--- config.mk ---
export PLATFORM = sky130hd
export DESIGN_NAME = down_counter_timer
export DESIGN_NICKNAME = d
export VERILOG_FILES = /design/src/rtl/down_counter_pkg.sv /design/src/rtl/down_counter_prescaler.sv /design/src/rtl/down_counter_timer.sv
export SDC_FILE = /design/constraint.sdc
export NUM_CORES = 1
export LEC_CHECK = 0
export ABC_CLOCK_PERIOD_IN_PS = 1900
export CORE_MARGIN = 1
export CORE_UTILIZATION = 30
export CTS_BUF_LIST = sky130_fd_sc_hd__clkbuf_2
export DETAILED_ROUTE_END_ITERATION = 10
export DONT_BUFFER_PORTS = 1
export PLACE_DENSITY = 0.56
export SETUP_SLACK_MARGIN = 0.15
export SYNTH_ARGS = -nofsm -noshare
export SYNTH_HDL_FRONTEND = slang
export SYNTH_SLANG_ARGS = --single-unit
--- constraint.sdc ---
create_clock -name clk -period 1.9 [get_ports clk]
set_input_delay 0.285 -clock clk [delete_from_list [all_inputs] [get_ports clk]]
set_output_delay 0.285 -clock clk [all_outputs]
set_load 0.02 [all_outputs]
--- src/rtl/down_counter_pkg.sv ---
// rtl/down_counter_pkg.sv - shared state type for the down-counter timer
//
// Purpose: FSM state encoding used by down_counter_timer.
// Contents: STATE_W (state register width), state_t {IDLE, RUN, DONE}.
package down_counter_pkg;

    localparam int STATE_W = 2;

    typedef enum logic [STATE_W-1:0] {
        IDLE = 2'd0,
        RUN  = 2'd1,
        DONE = 2'd2
    } state_t;

endpackage

--- src/rtl/down_counter_prescaler.sv ---
// rtl/down_counter_prescaler.sv - count-enable prescaler for the down-counter timer
//
// Purpose: emits a one-cycle tick on every PRE-th cycle in which en is high.
// Ports:
//   clk  - clock, rising edge
//   rst  - synchronous active-high reset
//   clr  - synchronous clear of the divide count
//   en   - only cycles with en=1 advance the divide count
//   tick - high in the cycle that completes a group of PRE enabled cycles
module down_counter_prescaler #(
    parameter int PRE = 4
) (
    input  logic clk,
    input  logic rst,
    input  logic clr,
    input  logic en,
    output logic tick
);

    localparam int CW = $clog2(PRE + 1);

    logic [CW-1:0] cnt;

    // Combinational so the consuming edge sees the tick in the same cycle
    // as the enabled cycle that completes the group.
    assign tick = en && (cnt == CW'(PRE - 1));

    always_ff @(posedge clk) begin
        if (rst || clr) begin
            cnt <= '0;
        end else if (tick) begin
            cnt <= '0;
        end else if (en) begin
            cnt <= cnt + CW'(1);
        end
    end

endmodule

--- src/rtl/down_counter_timer.sv ---
// rtl/down_counter_timer.sv - loadable down-counter / interval timer
//
// Purpose: loads a start value, counts to zero under en, then stops (DONE)
// or reloads and keeps running; emits a one-cycle terminal-count pulse.
// Optional feature macro: DOWN_COUNTER_PRESCALE_EN (count only on every
// PRE-th enabled cycle).
// Ports:
//   clk         - clock, rising edge
//   rst         - synchronous active-high reset
//   load        - capture load_val into q and the reload register, go IDLE
//   load_val    - N-bit load value
//   start       - begin/resume counting (IDLE) or restart from reload (DONE)
//   stop        - abort counting, hold q, go IDLE
//   en          - count enable
//   auto_reload - 1: reload at zero and keep running; 0: one-shot
//   q           - current count (registered)
//   tc          - terminal-count pulse, high in the first cycle q reads 0
//   busy        - high in RUN (registered)
//   done        - high in DONE (registered)
module down_counter_timer
    import down_counter_pkg::*;
#(
    parameter int N   = 4,
    parameter int PRE = 4
) (
    input  logic         clk,
    input  logic         rst,
    input  logic         load,
    input  logic [N-1:0] load_val,
    input  logic         start,
    input  logic         stop,
    input  logic         en,
    input  logic         auto_reload,
    output logic [N-1:0] q,
    output logic         tc,
    output logic         busy,
    output logic         done
);

    state_t       state;
    state_t       state_n;
    logic [N-1:0] reload_reg;
    logic [N-1:0] reload_n;
    logic [N-1:0] q_n;
    logic         tc_n;
    logic         tick;

`ifdef DOWN_COUNTER_PRESCALE_EN
    down_counter_prescaler #(
        .PRE (PRE)
    ) u_prescaler (
        .clk  (clk),
        .rst  (rst),
        .clr  (load | start | stop),
        .en   (en),
        .tick (tick)
    );
`else
    logic unused_pre;

    assign tick       = 1'b1;
    assign unused_pre = ^PRE;
`endif

    always_comb begin
        state_n  = state;
        q_n      = q;
        reload_n = reload_reg;
        tc_n     = 1'b0;

        if (load) begin
            q_n      = load_val;
            reload_n = load_val;
            state_n  = IDLE;
        end else if (stop) begin
            state_n = IDLE;
        end else begin
            unique case (state)
                IDLE: begin
                    if (start && (q != '0)) begin
                        state_n = RUN;
                    end
                end
                RUN: begin
                    if (q == '0) begin
                        // Zero is held for one tick before reloading or
                        // finishing, so the auto-reload period is reload+1.
                        if (tick) begin
                            if (auto_reload) begin
                                q_n = reload_reg;
                            end else begin
                                state_n = DONE;
                            end
                        end
                    end else if (en && tick) begin
                        q_n  = q - N'(1);
                        tc_n = (q == N'(1));
                    end
                end
                DONE: begin
                    if (start && (reload_reg != '0)) begin
                        q_n     = reload_reg;
                        state_n = RUN;
                    end
                end
                default: begin
                    state_n = IDLE;
                end
            endcase
        end
    end

    always_ff @(posedge clk) begin
        if (rst) begin
            state      <= IDLE;
            q          <= '0;
            reload_reg <= '0;
            tc         <= 1'b0;
            busy       <= 1'b0;
            done       <= 1'b0;
        end else begin
            state      <= state_n;
            q          <= q_n;
            reload_reg <= reload_n;
            tc         <= tc_n;
            busy       <= (state_n == RUN);
            done       <= (state_n == DONE);
        end
    end

endmodule

* After elaboration in Yosys (flattened, before gate mapping)
Index checks and enable logic that the tools add are counted.
** Cells by class
- Eq/ne operators :: 9
- Reduce and logical (&&, ||, !) cells :: 9
- Add/sub/neg operators :: 1
- Bitwise logic cells :: 2
- Multiplexer cells :: 14
** Operator list (count)
- 4-bit 2-to-1 mux :: 6
- 2-bit 2-to-1 mux :: 6
- 4-bit inequality test, second input constant :: 2
- 4-bit case mux with 2 select lines :: 1
- 4-bit nonzero test :: 2
- 2-bit case mux with 3 select lines :: 1
- 6-bit OR reduction :: 1
- 5-bit AND reduction :: 1
- 2-bit by 1-bit == test with 1-bit output, second input constant :: 2
- 2-bit == test, second input constant :: 2
- 4-bit by 1-bit == test with 1-bit output, second input constant :: 1
- 4-bit logical NOT :: 1
- 4-bit by 1-bit subtractor with 4-bit output, second input constant :: 1
- 3-bit inequality test, second input constant :: 1
- 3-bit nonzero test :: 1
- 1-bit logical AND :: 2
- 2-bit logical NOT :: 1
- 2-bit inequality test, second input constant :: 1
- 1-bit inverter :: 2
** Storage, ports and cells
- Register bits after elaboration :: 13
- Logic and storage cells :: 41
- Input port bits :: 11
- Output and inout port bits :: 7

* Longest topological paths before layout
- Depth after elaboration :: 7
- Mapped depth :: 7
- Depth with buffers taken out :: 6

* Worst setup path after synthesis
OpenSTA, ideal clock, no wires.
- Path type :: register to register
- Start point :: reg q[0]
- End point :: reg q[3]
- Stages on the path, launching flop included :: 8
- Setup time :: 0.129 ns
- Clock period less this slack :: 1.951 ns
- Path buffers :: 1
- Slack :: -0.051 ns
- Arrival time :: 1.821 ns
- Data required time :: 1.771 ns
- Cells stage by stage :: dfxtp_1 > inv_1 > ha_1 > or3b_1 > buf_6 > a2111oi_4 > or3_1 > a31oi_1
** On the way
- Cells in the longest elaborated chain, start to end :: 6
- Elaborated cells on any way between the ends :: 10
- Classes of those cells :: add/sub (1); eq/ne (2); mux (5); reduce/logical (2)
** RTL lines
- start, declared :: RTL line down_counter_timer.sv:34 : output logic [N-1:0] q,
- start signal, assigned :: RTL line down_counter_timer.sv:123 : q <= q_n;
- 4-bit by 1-bit subtractor with 4-bit output :: RTL line down_counter_timer.sv:96 : q_n = q - N'(1);
- 4-bit 2-to-1 mux :: RTL line down_counter_timer.sv:95 : end else if (en && tick) begin
- 4-bit 2-to-1 mux :: RTL line down_counter_timer.sv:85 : if (q == '0) begin
- 4-bit case mux with 2 select lines :: RTL line down_counter_timer.sv:78 : unique case (state)
- 4-bit 2-to-1 mux :: RTL line down_counter_timer.sv:75 : end else if (stop) begin
- 4-bit 2-to-1 mux :: RTL line down_counter_timer.sv:71 : if (load) begin
Parallel ways exist; a longest one is shown, timed or not. The select of a mux whose other input is x is not followed.
A chain may end at the register's enable or synchronous reset.

* Worst setup path in the final report
- Start point :: reg q[1]
- End point :: reg q[1]
Same word-level chain as after synthesis.

==> results.md <==
* Vias in the first global route at 582
* Worst-path clk slew at 0.14 ns
* Global-route wire length before repair at about 2.6 mm
* Pre-CTS worst setup slack at 0.08701 ns
* Largest net degree at the start of global routing at 20
* Critical path startpoint category: flop
* CTS tree: yes
* EDFF count, synth at 0
* CTS Sinks at 13
* Die area at about 2600 sq um
* Critical path's top delay family: simple AND/OR/NAND/NOR gates
* Logic depth of the worst setup path including buffers at 7
* Measured slew at the worst slew-check pin at between 0.4 and 0.5 ns
* PwrDens at 741.6 nW/um^2
* Slew Viols, Final at 0
* Final WL at 1.597 mm
* Worst hold start: rst
* Async SR Flop Fraction at 0
* Hold EP: reload_reg[0]$_SDFFE_PP0P_
* Number of synthesis warnings at 0
* Total CTS buffers at 3
* Max_cap viols at 0
* DR vias at 618
* RSZ-0062 raised after global routing: true
* Synth top area share at 0.3549
* # nets final at 104
* Register area share after synthesis at 0.3549
* Reg2reg path depth at 7
* Finish-stage setup viols at 0
* Worst Setup End Kind: flop
* Most frequent cells in the layout: dfxtp_1, a21oi_1, nand2_1, buf_4
* Diode count at 0
* Synth area leaders: dfxtp_1, a21oi_1, mux2i_1
* Crit-path cells: inv_4 -> ha_4 -> or3b_4 -> buf_6 -> and3_2 -> o31a_1 -> a21oi_1
* Worst reg2reg startpoint: q[1]$_SDFFE_PP0P_
* Drt via density at ~5.2
* Worst path slowest cell: dfxtp_4
* Aggregate global routing overflow at 0
* # DRC at 0
* Critical Path Max Stage Delay at 0.41 ns
* Final Hold Fails at 0
* Synth area leader: dfxtp_1
* Slew margin rel. at 0.6676
* Clk root buf: clkbuf_2
* Share of layout cells above drive strength 1 at 0.2333
* Min-delay worst type: in -> reg
* FF-to-FF End: q[1]$_SDFFE_PP0P_
* Worst Path Buf+Inv at 2
* Detailed placement HPWL at approximately 1.2 mm
* Worst hold path cell count at 1
* Tcrit/Tclk final at 0.9418
* Yosys reg bits at 13
* Total GRT Usage at 0.1360
* Synth Flop Type: dfxtp_1
* Mapped Nets at 96
* Critical Path Fanout Max at 5
* Skew final at 0.0003747 ns
* Post-Syn Instances at 83
* Clock H-tree levels at 1
* Io pins at 18
* Std-Cell Rows at 17
* Final TNS setup at 0 ns
* Worst EP arrival at 2.00 ns
* Layout area overhead at 15.53%
* Fmax achieved at between 500 and 600 MHz
* Initial antenna violation count at 0
* Initial cell density of the core at 0.3252
* Pleak at roughly 0.32 nW
* DR iter-0 viols at 17
* Buffers on Ports at 0
* Status: finished clean
* Syn Area/Cell at 8.834 sq um
* DRT Pass-1 Iters at 4
* Final GP Congestion at 0.7794
* WL/cell at 13.53 um
* Core area at between 2000 and 2500 sq um
* Min Clock Period, post-route at around 1.8 ns
* Yosys cell types at 32
* Antenna viol nets, final at 0
* Final Worst Setup Slack at 0.1105 ns
* Commonest non-fill, non-tap cell in the layout: dfxtp_1
* Hold_buf cts at 0
* Die height at 51.44 um
* Clock buffer depth at 2
* Worst R2R Setup Slack at 0.11 ns
* VDD IR max at 281.5 uV
* Cell area after synthesis at ~730 sq um
* Die span in x at 51.44 um
* Worst path required time at 2.12 ns
* Total power at 628.2 uW
* Core Util, Final at 0.3757
* Critical path class: reg -> reg
* Clk_lat worst skew at 0.28 ns
power breakdown:
part | internal, mW | switching (mW) | total, mW
Sequential | 0.288 | 0.0185 | 0.306
Combinational | 0.0874 | 0.0801 | 0.168
Clock | 0.0558 | 0.0984 | 0.154
metal layers:
layer / vias up / track usage / share of wire
met2: 17 / 0.1991 / 0.46
met4: 0 / 0.07658 / 0.018
met1: 283 / 0.1727 / 0.46
met5: - / 0 / 0
li1: 313 / - / -
met3: 5 / 0.04464 / 0.061
metrics by stage:
step                cell area, sq um  cells  hold slack [ns]
global placement               805.8    112           0.3564
global route                   847.1    118          0.02675
finish                         847.1    118          0.05200
floorplan                      755.7     83           0.4101
detailed placement             805.8    112           0.3598
CTS                            847.1    118          0.04385
final cells by class:
cell class                      count  area, sq um
Clock buffer                        4        20.02
Tap cell                           28        35.03
Inverter                            5        21.27
Multi-Input combinational cell     61        446.7
Fill cell                         236         1408
Timing Repair Buffer                7        56.30
Sequential cell                    13        267.8
kinds of logic (layout without fill, tap and decap cells):
logic type      count (synthesis)  count (layout)  synth area share
compound gates                 21              21            0.2202
xor+xnor                        2               2           0.02390
fa+ha+maj                       2               2           0.03412
buf+inv                         9              16           0.05631
flops                          13              13            0.3549
mux                             4               4           0.05461
simple gates                   32              32            0.2560
synthesized netlist by cell type (2+ instances only):
cell       n
ha_1       2
a21oi_1    8
inv_1      5
dfxtp_1   13
nor3_1     5
nor2b_1    5
mux2i_1    4
nand2b_1   4
nor2_1     4
o41ai_1    3
o21a_1     2
nand2_1    6
clkbuf_1   3
timing repair:
item	in CTS	in global routing
hold endpoints to repair	0	0
gates resized for setup	2	1
endpoints found under the setup margin	4	6
pin swaps	2	1
setup buffers	2	0
worst max path at each step:
stage                      startpoint                 to
global placement    q[1]$_SDFFE_PP0P_  q[1]$_SDFFE_PP0P_
floorplan           q[1]$_SDFFE_PP0P_  q[3]$_SDFFE_PP0P_
finish              q[1]$_SDFFE_PP0P_  q[1]$_SDFFE_PP0P_
global route        q[1]$_SDFFE_PP0P_  q[1]$_SDFFE_PP0P_
CTS                 q[1]$_SDFFE_PP0P_  q[1]$_SDFFE_PP0P_
detailed placement  q[1]$_SDFFE_PP0P_  q[1]$_SDFFE_PP0P_
worst reg2reg max path, delay by kind of cell, from the launching register on:
family / cells / cell delay (ns)
buffers and inverters: 2 / 0.21
AO/OA/AOI/OAI: 2 / 0.38
adder cells (fa/ha/maj): 1 / 0.14
flip-flops: 1 / 0.41
AND/OR/NAND/NOR: 2 / 0.59
No activity file was read; power rests on OpenSTA's default activity.
